<file path="config.mk">
export PLATFORM = sky130hd
export DESIGN_NAME = store_buffer_flat
export DESIGN_NICKNAME = d
export VERILOG_FILES = /design/src/rtl/store_buffer_pkg.sv /design/src/rtl/store_buffer_if.sv /design/src/rtl/store_buffer_sb_fwd_match.sv /design/src/rtl/store_buffer.sv /design/src/flat_wrapper.sv
export SDC_FILE = /design/constraint.sdc
export NUM_CORES = 1
export LEC_CHECK = 0
export CAP_MARGIN = 15
export CELL_PAD_IN_SITES_DETAIL_PLACEMENT = 0
export CELL_PAD_IN_SITES_GLOBAL_PLACEMENT = 1
export CORE_MARGIN = 4
export CORE_UTILIZATION = 51
export DETAILED_ROUTE_END_ITERATION = 7
export DONT_BUFFER_PORTS = 1
export GPL_ROUTABILITY_DRIVEN = 0
export HOLD_SLACK_MARGIN = 0.08
export PLACE_DENSITY_LB_ADDON = 0.15
export SETUP_SLACK_MARGIN = 0.15
export SYNTH_ARGS = -nofsm -noshare
export SYNTH_HDL_FRONTEND = slang
export SYNTH_SLANG_ARGS = --single-unit
</file>
<file path="constraint.sdc">
create_clock -name clk -period 5.83 [get_ports clk]
set_clock_uncertainty 0.2 [all_clocks]
set_input_delay 0.8745 -clock clk [delete_from_list [all_inputs] [get_ports clk]]
set_output_delay 0.8745 -clock clk [all_outputs]
set_load 0.01 [all_outputs]
</file>
<file path="src/rtl/store_buffer_pkg.sv">
// Shared widths and the entry payload type for the posted-write store buffer.
package store_buffer_pkg;

    localparam int unsigned DEPTH  = 4;
    localparam int unsigned ADDR_W = 9;
    localparam int unsigned DATA_W = 32;
    localparam int unsigned PTR_W  = $clog2(DEPTH);
    localparam int unsigned CNT_W  = PTR_W + 1;

    typedef logic [ADDR_W-1:0] addr_t;
    typedef logic [DATA_W-1:0] data_t;
    typedef logic [PTR_W-1:0]  ptr_t;
    typedef logic [CNT_W-1:0]  cnt_t;

    typedef struct packed {
        addr_t addr;
        data_t data;
    } sb_entry_t;

endpackage

</file>
<file path="src/rtl/store_buffer_if.sv">
// Pipeline-side and DataMemory-side signals of the store buffer.
interface store_buffer_if;
    import store_buffer_pkg::*;

    logic  mem_write;
    logic  mem_read;
    addr_t address;
    data_t write_data;
    data_t load_data;
    logic  stall;
    logic  empty;
    addr_t dm_address;
    data_t dm_write_data;
    logic  dm_write;
    logic  dm_read;
    data_t dm_read_data;

    modport slave (
        input  mem_write, mem_read, address, write_data, dm_read_data,
        output load_data, stall, empty, dm_address, dm_write_data, dm_write, dm_read
    );

    modport master (
        output mem_write, mem_read, address, write_data, dm_read_data,
        input  load_data, stall, empty, dm_address, dm_write_data, dm_write, dm_read
    );

endinterface

</file>
<file path="src/rtl/store_buffer_sb_fwd_match.sv">
// Finds the youngest valid entry whose address matches a load address.
module store_buffer_sb_fwd_match
    import store_buffer_pkg::*;
(
    input  logic [DEPTH-1:0]  valid,
    input  addr_t [DEPTH-1:0] entry_addr,
    input  ptr_t              head,
    input  addr_t             lookup,
    output logic              hit,
    output ptr_t              idx
);

    // Walk oldest to youngest from head so the last match wins.
    always_comb begin
        ptr_t slot;
        hit  = 1'b0;
        idx  = head;
        slot = head;
        for (int unsigned k = 0; k < DEPTH; k++) begin
            slot = head + PTR_W'(k);
            if (valid[slot] && (entry_addr[slot] == lookup)) begin
                hit = 1'b1;
                idx = slot;
            end
        end
    end

endmodule

</file>
<file path="src/rtl/store_buffer.sv">
// Posted-write buffer: stores enqueue without using the memory port and drain
// in FIFO order on idle port cycles; loads forward from the youngest match.
module store_buffer
    import store_buffer_pkg::*;
(
    input  logic          clk,
    input  logic          rst_n,
    store_buffer_if.slave bus
);

    sb_entry_t         entries [DEPTH];
    ptr_t              head;
    ptr_t              tail;
    cnt_t              count;
    logic              full;
    logic              enq;
    logic              drain;
    logic              hit;
    ptr_t              hit_idx;
    logic [DEPTH-1:0]  valid;
    addr_t [DEPTH-1:0] entry_addr;

    assign full  = (count == CNT_W'(DEPTH));
    assign enq   = bus.mem_write && !bus.mem_read && !full;
    assign drain = !bus.mem_read && !enq && (count != '0);

    // An entry is live when its distance from head is below count.
    always_comb begin
        ptr_t off;
        off        = '0;
        valid      = '0;
        entry_addr = '0;
        for (int unsigned i = 0; i < DEPTH; i++) begin
            off           = PTR_W'(i) - head;
            valid[i]      = (CNT_W'(off) < count);
            entry_addr[i] = entries[i].addr;
        end
    end

    store_buffer_sb_fwd_match u_fwd (
        .valid      (valid),
        .entry_addr (entry_addr),
        .head       (head),
        .lookup     (bus.address),
        .hit        (hit),
        .idx        (hit_idx)
    );

    // Port arbitration: load, then enqueue, then drain.
    always_comb begin
        bus.stall         = bus.mem_write && !bus.mem_read && full;
        bus.empty         = (count == '0);
        bus.dm_read       = bus.mem_read;
        bus.dm_write      = drain;
        bus.dm_address    = '0;
        bus.dm_write_data = '0;
        bus.load_data     = '0;
        if (bus.mem_read) begin
            bus.dm_address = bus.address;
            bus.load_data  = hit ? entries[hit_idx].data : bus.dm_read_data;
        end else if (drain) begin
            bus.dm_address    = entries[head].addr;
            bus.dm_write_data = entries[head].data;
        end
    end

    always_ff @(posedge clk or negedge rst_n) begin
        if (!rst_n) begin
            head  <= '0;
            tail  <= '0;
            count <= '0;
        end else begin
            if (enq) begin
                tail  <= tail + PTR_W'(1);
                count <= count + CNT_W'(1);
            end
            if (drain) begin
                head  <= head + PTR_W'(1);
                count <= count - CNT_W'(1);
            end
        end
    end

    // Payload storage needs no reset; validity comes from the pointers.
    always_ff @(posedge clk) begin
        if (enq) begin
            entries[tail] <= '{addr: bus.address, data: bus.write_data};
        end
    end

endmodule

</file>
<file path="src/flat_wrapper.sv">
// flat-port wrapper written by rule: the top's interface ports become plain ports
module store_buffer_flat import store_buffer_pkg::*;
  (clk, rst_n, bus_mem_write, bus_mem_read, bus_address, bus_write_data, bus_dm_read_data, bus_load_data, bus_stall, bus_empty, bus_dm_address, bus_dm_write_data, bus_dm_write, bus_dm_read);
  store_buffer_if bus_i ();
  input  logic clk;
  input  logic rst_n;
  input wire logic [$bits(bus_i.mem_write)-1:0] bus_mem_write;
  input wire logic [$bits(bus_i.mem_read)-1:0] bus_mem_read;
  input wire logic [$bits(bus_i.address)-1:0] bus_address;
  input wire logic [$bits(bus_i.write_data)-1:0] bus_write_data;
  input wire logic [$bits(bus_i.dm_read_data)-1:0] bus_dm_read_data;
  output wire logic [$bits(bus_i.load_data)-1:0] bus_load_data;
  output wire logic [$bits(bus_i.stall)-1:0] bus_stall;
  output wire logic [$bits(bus_i.empty)-1:0] bus_empty;
  output wire logic [$bits(bus_i.dm_address)-1:0] bus_dm_address;
  output wire logic [$bits(bus_i.dm_write_data)-1:0] bus_dm_write_data;
  output wire logic [$bits(bus_i.dm_write)-1:0] bus_dm_write;
  output wire logic [$bits(bus_i.dm_read)-1:0] bus_dm_read;
  assign bus_i.mem_write = bus_mem_write;
  assign bus_i.mem_read = bus_mem_read;
  assign bus_i.address = bus_address;
  assign bus_i.write_data = bus_write_data;
  assign bus_i.dm_read_data = bus_dm_read_data;
  assign bus_load_data = bus_i.load_data;
  assign bus_stall = bus_i.stall;
  assign bus_empty = bus_i.empty;
  assign bus_dm_address = bus_i.dm_address;
  assign bus_dm_write_data = bus_i.dm_write_data;
  assign bus_dm_write = bus_i.dm_write;
  assign bus_dm_read = bus_i.dm_read;
  store_buffer u_core (.clk(clk), .rst_n(rst_n), .bus(bus_i));
endmodule
</file>
==> flow_metrics.tcl, run 1 <==
set metrics [dict create \
    cts_buffer_depth 2 \
    synth_seq_cells 171 \
    synthToLayoutAreaGrowth_pct 9.49 \
    path_max_fanout 48 \
    synth.distinct_cells 63 \
    fp.dieH_um 158 \
    clk_pin_slew_ns 0.07 \
    grt_max_degree 90 \
    drc_errors 0 \
    worstPathRequired_ns 4.76 \
    overflow 0 \
    syn-num-nets 1221 \
    synth.top_cell.area_share 0.431 \
    finalMaxSlewViolations 0 \
    worstPathArrival_ns 4.28 \
    worstSetupEndpointType "primary output" \
    grt_pass1_wl_um 55100 \
    via_per_inst 6.83 \
    max-cap-violations 0 \
    cts.sinks 171 \
    postLayoutCoreUtil 0.570 \
    setup_viol 0 \
    portBuffers 0 \
    place_area_mm2 0.0119 \
    wl_per_cell_um 25.8 \
    drt-total-wl_um 36000 \
    fmax_mhz 187 \
    finalSetupTns_ns 0 \
    h-tree-depth 4 \
    synth.largest_area_cell "edfxtp_1" \
    grt_pass1_vias 9181 \
    power_uw 5680 \
    drtIter0Drc 937 \
    hp-class "input pin to flop" \
    worstSetupStartpointType "flop" \
    rsz0062_at_grt "false" \
    cts_buffers 17 \
    fin_area_mm2 0.0125 \
    powerDensity_mw_per_mm2 454 \
    async_flop_share 0.0409 \
    core_area_mm2 0.0220 \
    root_buffer "clkbuf_16" \
    clk_latency_ns 0.42 \
    tritoncts "yes" \
    fin_crit_ns 5.36 \
    drive_gt1_frac 0.138 \
    globalRouteTotalUtil 0.289 \
    max_slew_margin 0.281 \
    crit_type "flop to primary output" \
    antenna_found_initial 1 \
    synth_seq_area_share 0.446 \
    synthTopCellsByArea "edfxtp_1, nand2_1, a211oi_1" \
    drt.antenna.violating_nets 0 \
    vdd_drop_max_mv 0.266 \
    num_antenna_cells 0 \
    status "finished clean" \
    period_share 0.919 \
    power_leakage_uw 0.00447 \
    pre_cts_ws_ns 0.882 \
    synth_cells 1135 \
    fin_ws_ns 0.472 \
    worst_pin_slew_ns 1.08 \
    firstDrtPassIters 6 \
    start_util 0.520 \
    die_w_um 158 \
    fp-row-count 54 \
    avgSynthCellArea_um2 10.1 \
    ys.flop_type "edfxtp_1" \
    io_pins 154 \
    synth_area_mm2 0.0114 \
    synth_edf_count 164 \
    yosysWarningCount 0 \
    vias 9533 \
    place.detailed.hpwl_um 21900 \
    die_area_mm2 0.0249 \
    finalNetCount 1190 \
    hold_viol 0 \
]
[cells in the final DEF, fill, tap and decap left out, types with 4 or more instances in the layout]
master and count:
a221oi_1 30, or2_0 12, o2111a_1 23, nand3_1 26, a22o_1 14, o31ai_1 31, a21oi_1 62, mux2i_1 41
a2111oi_0 28, mux4_2 9, edfxtp_1 164, a311oi_1 28, a211oi_1 55, and2_2 4, xnor2_1 37, and3_1 22
o21ai_0 33, nor2_1 12, dfrtp_1 5, nand2_1 192, buf_4 65, and4_1 23, buf_12 4, a2bb2oi_1 8
xor2_1 13, a31oi_1 4, clkbuf_16 17, and2_1 33, a221o_1 8, nor3_1 6, nor4_1 6, ha_1 8
inv_1 7, or2_2 18
[worst max-delay path: stages (launching register included)]
cell,delay (ns)
dfrtp_4,0.44
buf_12,0.28
mux4_2,0.56
xnor2_1,0.25
o211ai_1,0.15
a2111oi_2,0.36
nand3_2,0.18
buf_4,0.28
a211oi_4,0.28
buf_4,0.29
o21ai_0,0.12
and4_1,0.20
a21oi_1,0.24
buf_4,0.18
[final timing paths]
| kind | from | endpoint | slack, ns | cells past startpoint |
|---|---|---|---|---|
| worst max-delay path | u_core.head[1] | bus_load_data[7] | 0.47 | 13 |
| worst min-delay path | bus_write_data[3] | u_core.entries[2][3] | 0.34 | 0 |
| worst max register to register | u_core.count[1] | u_core.count[2] | 2.72 | 7 |
| worst min register to register | u_core.count[1] | u_core.count[1] | 0.34 | 2 |
| max in group asynchronous | rst_n | u_core.head[1] | 4.54 | 1 |
| min in group asynchronous | rst_n | u_core.tail[0] | 0.59 | 1 |
[layer usage]
| metal | vias to the layer above | part of all wire | global-route usage |
|---|---|---|---|
| li1 | 4325 | - | - |
| met1 | 4688 | 0.42 | 0.398 |
| met2 | 468 | 0.47 | 0.455 |
| met3 | 50 | 0.094 | 0.0705 |
| met4 | 2 | 0.020 | 0.0856 |
| met5 | - | 0.00056 | 0 |
[cells by family after synthesis]
logic type,synth area share
AOI/OAI and AO/OA,0.230
xor gates and xnor gates,0.0420
adders and majority gates,0.0105
buffers and inverters,0.0479
DFF,0.446
muxes,0.0578
and+or+nand+nor,0.165
[where the power goes]
group          internal, uW  leakage, uW  total (uW)  switching [uW]
Sequential             1510      0.00157        1610            98.1
Combinational          1020      0.00262        2930            1900
Clock                   667     0.000278        1140             474
Total                  3200      0.00447        5680            2480
[registers in the layout (all words and copies together) (netlist names)]
signal          cells
u_core.count        3
u_core.tail         2
u_core.head         2
u_core.entries    164
[synthesized netlist by cell type, drive strengths merged, types with 26 or more instances]
master,count
edfxtp,164
nand2,192
and2,37
clkbuf,94
a221oi,30
a211oi,57
xnor2,40
a2111oi,29
mux2i,42
buf,26
a311oi,28
nand3,27
or2,32
o21ai,33
o31ai,31
a21oi,63
[repair_timing]
action / CTS / global route
endpoints found under the setup margin: 0 / 1
hold endpoints to repair: 7 / 0
setup buffers: 0 / 0
hold buffers: 1 / 0
resized for setup: 0 / 1
[cell type report]
class	instances	area (um^2)
fill	1888	9450
multi-input combinational	834	5850
sequential	171	5110
timing repair buffer	70	578
clock buffer	18	429
tap	280	350
clock inverter	13	153
inverter	10	37.5
[stage by stage]
| stage | hold WS (ns) | instances |
|---|---|---|
| 2_1_floorplan | 0.298 | 1135 |
| 3_3_place_gp | 0.318 | 1364 |
| 3_5_place_dp | 0.325 | 1364 |
| 4_1_cts | 0.325 | 1396 |
| 5_1_grt | 0.309 | 1396 |
| 6_report | 0.336 | 1396 |
(Power assumes the default switching activity.)
==> run 2, diff against run 1 <==
--- a/config.mk
+++ b/config.mk
@@ -5,11 +5,12 @@
 export SDC_FILE = /design/constraint.sdc
 export NUM_CORES = 1
 export LEC_CHECK = 0
+export ABC_AREA = 1
 export CAP_MARGIN = 15
 export CELL_PAD_IN_SITES_DETAIL_PLACEMENT = 0
 export CELL_PAD_IN_SITES_GLOBAL_PLACEMENT = 1
 export CORE_MARGIN = 4
-export CORE_UTILIZATION = 51
+export CORE_UTILIZATION = 47
 export DETAILED_ROUTE_END_ITERATION = 7
 export DONT_BUFFER_PORTS = 1
 export GPL_ROUTABILITY_DRIVEN = 0
@@ -18,4 +19,5 @@
 export SETUP_SLACK_MARGIN = 0.15
 export SYNTH_ARGS = -nofsm -noshare
 export SYNTH_HDL_FRONTEND = slang
+export SYNTH_HIERARCHICAL = 1
 export SYNTH_SLANG_ARGS = --single-unit
==> run 2 against run 1 <==
Sequential share of layout area up 4.9 points. First-iteration DRC count down 37%. Register-to-register slack worse by 0.43 ns. Synthesized area down 8.9%. Non-clock buffer count down 50. Setup slack better by 0.21 ns. Clock-buffer cell count down 1. Largest power group unchanged. Clock power about the same. Final cell count up 15%. Power down 4.3%. Critical path depth up 8. Largest cell class is now registers. Hold slack worse by 0.0023 ns.
==> flow_metrics.tcl, run 2 <==
set metrics [dict create \
    hp-class "input pin to flop" \
    portBuffers 0 \
    tritoncts "yes" \
    synth.largest_area_cell "edfxtp_1" \
    async_flop_share 0.0409 \
    pre_cts_ws_ns 1.17 \
    synth_area_mm2 0.0104 \
    cts_buffers 17 \
    grt_pass1_wl_um 43100 \
    crit_chain "buf_4 -> inv_4 -> nand2_1 -> nand2_2 -> nand2_1 -> nand3_1 -> nand2_1 -> a21oi_1 -> nand2_1 -> nor2_2 -> nand2_2 -> nand2_1 -> nand3_1 -> nand2_1 -> clkinv_2 -> buf_12 -> a21oi_1 -> o21ai_0 -> nand3_1 -> nand2_1 -> inv_1" \
    status "finished clean" \
    rsz0062_at_grt "false" \
    reg.largest.list "u_core/entries x164, u_core/count x3" \
    finalSetupTns_ns 0 \
    setup_viol 0 \
    io_pins 154 \
    vias 8558 \
    drc_errors 0 \
    mostFrequentLayoutCells "nand2_1, edfxtp_1, nor2_1" \
    path_max_fanout 52 \
    start_util 0.477 \
    avgSynthCellArea_um2 7.72 \
    synth_edf_count 164 \
    power_leakage_uw 0.00478 \
    worst_pin_slew_ns 1.11 \
    syn-num-nets 1434 \
    cts.sinks 171 \
    synth.distinct_cells 35 \
    synth_commonest_cells "nand2_1, edfxtp_1, nor2_1, inv_1, o21ai_0" \
    synth.top_cell.area_share 0.473 \
    cp_common_cell "nand2_1" \
    worstSetupStartpointType "flop" \
    cts_setup_buffers 0 \
    via_per_inst 5.32 \
    fmax_mhz 194 \
    cts_buffer_depth 2 \
    holdBufCountCts 1 \
    firstDrtPassIters 5 \
    power_uw 5440 \
    root_buffer "clkbuf_16" \
    drtIter0Drc 594 \
    core_area_mm2 0.0218 \
    worstPathRequired_ns 4.76 \
    overflow 0 \
    hold_ws_ns 0.334 \
    antenna_found_initial 1 \
    place.detailed.hpwl_um 18200 \
    yosysMostFrequentCell "nand2_1" \
    drt-total-wl_um 28100 \
    grt_pass1_vias 7819 \
    yosysWarningCount 6 \
    fp-row-count 54 \
    worstSetupEndpointType "primary output" \
    drt.antenna.violating_nets 0 \
    fin_crit_ns 5.14 \
    h-tree-depth 4 \
    die_w_um 157 \
    critical-path-max-stage-delay_ns 0.43 \
    synth_cells 1348 \
    drive_gt1_frac 0.0671 \
    finalMaxSlewViolations 0 \
    die_area_mm2 0.0246 \
    wl_per_cell_um 17.5 \
    fin_ws_ns 0.686 \
    clk_pin_slew_ns 0.08 \
    synth_seq_area_share 0.490 \
    globalRouteTotalUtil 0.226 \
    finalNetCount 1400 \
    vdd_drop_max_mv 0.336 \
    synth_seq_cells 171 \
    hold_viol 0 \
    n_fill_cell 2119 \
    worstPathArrival_ns 4.07 \
    clk_latency_ns 0.42 \
    synthTopCellsByArea "edfxtp_1, nand2_1, nor2_1" \
    postLayoutCoreUtil 0.511 \
    period_share 0.882 \
    synthToLayoutAreaGrowth_pct 7.11 \
    grt_max_degree 65 \
    crit_type "flop to primary output" \
    ys.flop_type "edfxtp_1" \
    cp_slowest_cell "dfrtp_1" \
    powerDensity_mw_per_mm2 487 \
    post_cts_resized 0 \
    final_common_cell "nand2_1" \
    top_register "u_core/entries" \
    fp.dieH_um 157 \
    max-cap-violations 0 \
    largest_reg_flops 164 \
    max_slew_margin 0.260 \
]
run 2: changes by cell type in the layout (fill, tap and decap cells not counted), sizes merged, moves of 56 or more:
cell,previous run,this run
nand2,192,450
nor2,12,160
inv,10,156
o21ai,33,130
nand3,27,94
a211oi,57,1
run 2: cell type report:
cell class / instances / area, um^2 / share of cell area
Clock inverter: 15 / 154 / 0.0138
Sequential cell: 171 / 5100 / 0.457
Inverter: 153 / 578 / 0.0518
Timing Repair Buffer: 20 / 190 / 0.0171
Clock buffer: 17 / 425 / 0.0381
Tap cell: 280 / 350 / 0.0314
Multi-Input combinational cell: 951 / 4350 / 0.390
Antenna cell: 1 / 2.50 / 0.000224
run 2: critical path: cells and delay by family, from the launching register on:
kind,cells,cell delay (ns)
AND/OR/NAND/NOR,13,1.52
buffers and inverters,5,1.20
AO/OA/AOI/OAI,3,0.45
flip-flops,1,0.43
run 2: final timing paths:
path,startpoint,slack (ns),cells past startpoint,endpoint
max,u_core/head[1],0.69,21,bus_load_data[29]
min,bus_address[4],0.33,0,u_core/entries[1][36]
max reg2reg,u_core/count[0],2.29,11,u_core/count[2]
min reg2reg,u_core/tail[1],0.41,2,u_core/tail[1]
max in group asynchronous,rst_n,4.58,1,u_core/head[0]
min in group asynchronous,rst_n,0.58,1,u_core/tail[1]
run 2: cell families (layout without fill, tap and decap cells):
family / after synthesis / after routing / synth area share
simple gates: 726 / 726 / 0.283
buf+inv: 226 / 205 / 0.0971
compound gates: 207 / 207 / 0.110
flops: 171 / 171 / 0.490
fa+ha+maj: 9 / 9 / 0.0115
xor+xnor: 8 / 8 / 0.00673
mux: 1 / 1 / 0.00216
other cells: 0 / 1 / 0
run 2: report_power, final:
part / switching, uW / total (uW) / internal, uW
registers: 78.8 / 1580 / 1500
logic: 1930 / 2750 / 813
clock network: 538 / 1110 / 570
run 2: stage by stage:
stage | cell area, um^2 | std cells
6_report | 11200 | 1608
5_1_grt | 11200 | 1608
4_1_cts | 11100 | 1607
3_5_place_dp | 10600 | 1574
3_3_place_gp | 10600 | 1574
2_1_floorplan | 10400 | 1348
run 2: layer usage:
metal | global-route usage | up-vias | wire, um
li1 | - | 4327 | -
met1 | 0.309 | 3934 | 12700
met2 | 0.369 | 264 | 13000
met3 | 0.0431 | 33 | 1910
met4 | 0.0674 | 0 | 460
met5 | 0 | - | 0
==> run 3, diff against run 2 <==
--- a/config.mk
+++ b/config.mk
@@ -16,6 +16,7 @@
 export GPL_ROUTABILITY_DRIVEN = 0
 export HOLD_SLACK_MARGIN = 0.08
 export PLACE_DENSITY_LB_ADDON = 0.15
+export REMOVE_ABC_BUFFERS = 1
 export SETUP_SLACK_MARGIN = 0.15
 export SYNTH_ARGS = -nofsm -noshare
 export SYNTH_HDL_FRONTEND = slang
==> run 3 against run 2 <==
Via count down 0.68%. Sequential power is essentially flat. Non-clock buffer count grew 4. Register-to-register slack lost 0.08 ns. Final cell count grew 0.19%. First-iteration DRC count down 14%. Final area grew 0.61%. Power grew 0.82%. Largest power group unchanged. Combinational power hardly changed. Critical path depth increased by 1. Critical endpoint is now bus_load_data[10].
==> flow_metrics.tcl, run 3 (synthesized netlist as in run 2, its figures left out) <==
set metrics [dict create \
    status "finished clean" \
    power_leakage_uw 0.00482 \
    worstSetupEndpointType "primary output" \
    postLayoutCoreUtil 0.514 \
    start_util 0.477 \
    fmax_mhz 197 \
    cts_setup_buffers 0 \
    netSwitchingFraction 0.469 \
    via_per_inst 5.28 \
    worstSetupStartpointType "flop" \
    seqPwrFrac 0.288 \
    drt-total-wl_um 27600 \
    root_buffer "clkbuf_16" \
    io_pins 154 \
    die_w_um 157 \
    r2r-end "u_core/count[2]" \
    crit_type "flop to primary output" \
    h-tree-depth 4 \
    drt.antenna.violating_nets 0 \
    firstDrtPassIters 5 \
    crit_path_start "u_core/head[0]" \
    fin_ws_ns 0.743 \
    cts_buffer_depth 2 \
    hp-class "input pin to flop" \
    p_int_uw 2910 \
    largest_reg_flops 164 \
    critical-path-max-stage-delay_ns 0.44 \
    min_from "bus_write_data[18]" \
    num_antenna_cells 0 \
    period_share 0.873 \
    crit_chain "buf_4 -> inv_2 -> nand2_1 -> nand2_2 -> nand2_1 -> nand3_1 -> nand2_1 -> nor2_1 -> nand2_1 -> nor2_1 -> nand3_1 -> nand2_1 -> nand2_1 -> nand2_1 -> nand2_1 -> nand2_2 -> buf_4 -> a21oi_1 -> o21ai_0 -> nand3_1 -> nand2_1 -> inv_1" \
    fin_crit_ns 5.09 \
    path_max_fanout 31 \
    mostFrequentLayoutCells "nand2_1, edfxtp_1, nor2_1" \
    synthToLayoutAreaGrowth_pct 7.76 \
    wl_per_cell_um 17.1 \
    worstPathArrival_ns 4.01 \
    worstPathRequired_ns 4.76 \
    cp_common_cell "nand2_1" \
    overflow 0 \
    antenna_found_initial 0 \
    setup_viol 0 \
    rsz0062_at_grt "false" \
    max_slew_margin 0.278 \
    reg.largest.list "u_core/entries x164, u_core/count x3" \
    fp.dieH_um 157 \
    tritoncts "yes" \
    finalNetCount 1404 \
    comb_power_share 0.507 \
    min_to "u_core/entries[0][18]" \
    pre_cts_ws_ns 1.09 \
    p_sw_uw 2570 \
    cts.sinks 171 \
    core_area_mm2 0.0218 \
    cts_buffers 17 \
    clk_pin_slew_ns 0.08 \
    die_area_mm2 0.0246 \
    drtIter0Drc 513 \
    place.detailed.hpwl_um 17900 \
    ff2ff_path_depth 11 \
    hold_viol 0 \
    timing.rr.start "u_core/count[0]" \
    clkPwrFrac 0.205 \
    powerDensity_mw_per_mm2 488 \
    finalMaxSlewViolations 0 \
    cp_slowest_cell "dfrtp_2" \
    rrSetupSlack_ns 2.21 \
    max-cap-violations 0 \
    fp-row-count 54 \
    vdd_drop_max_mv 0.292 \
    grt_pass1_vias 7888 \
    final_common_cell "nand2_1" \
    grt_max_degree 42 \
    portBuffers 0 \
    whs_path_depth 0 \
    grt_pass1_wl_um 42600 \
    vias 8500 \
    globalRouteTotalUtil 0.223 \
    drive_gt1_frac 0.0699 \
    power_uw 5480 \
    worst_pin_slew_ns 1.08 \
    drc_errors 0 \
    clk_latency_ns 0.42 \
    hold_ws_ns 0.338 \
    top_register "u_core/entries" \
]
[run 3: changes by cell type in the layout (fill, tap and decap cells not counted), sizes merged]
cell | previous run | this run
diode | 1 | 0
clkbuf | 17 | 18
clkinv | 8 | 10
clkinvlp | 4 | 1
buf | 19 | 23
[run 3: timing repair]
| item | CTS | global route |
|---|---|---|
| endpoints found under the hold margin | 7 | 0 |
| hold buffers | 1 | 0 |
| endpoints found under the setup margin | 0 | 7 |
| resized for setup | 0 | 1 |
[run 3: layout make-up]
cell class / count / area, um^2
Fill cell: 2093 / 10600
Sequential cell: 171 / 5100
Multi-Input combinational cell: 951 / 4350
Inverter: 153 / 579
Clock buffer: 18 / 429
Tap cell: 280 / 350
Timing Repair Buffer: 24 / 233
Clock inverter: 14 / 176
[run 3: critical path, delay by kind of cell, from the launching register on]
family	cells	cell delay, ns
compound gates	2	0.15
flops	1	0.44
simple gates	16	2.01
buf+inv	4	0.97
[run 3: power groups by stage]
stage          logic, uW  clock network, uW  registers, uW
2_1_floorplan       1880                  0           1660
3_3_place_gp        2750                  0           1600
3_5_place_dp        2770                  0           1600
4_1_cts             2780               1150           1580
5_1_grt             3140               1200           1590
6_report            2780               1130           1580
[run 3: per-stage QoR]
stage          TNS (ns)  instance area [um^2]  instances
5_1_grt               0                 11200       1611
2_1_floorplan    -47.26                  9980       1275
4_1_cts               0                 11200       1611
3_5_place_dp          0                 10600       1578
3_3_place_gp          0                 10600       1578
6_report              0                 11200       1611
[run 3: how the worst max path moves through the flow]
stage	cells past startpoint	slack, ns	endpoint
after floorplan	24	-1.49	bus_load_data[10]
after global placement	20	1.15	bus_load_data[10]
after detailed placement	21	1.09	bus_load_data[31]
after CTS	21	0.63	bus_load_data[31]
after global routing	22	0.29	bus_load_data[10]
final	22	0.74	bus_load_data[10]
[run 3: per-layer routing]
metal | vias up | part of all wire | track usage
met1 | 3920 | 0.45 | 0.295
li1 | 4334 | - | -
met5 | - | 0 | 0
met4 | 0 | 0.011 | 0.0475
met3 | 19 | 0.058 | 0.0445
met2 | 227 | 0.48 | 0.380
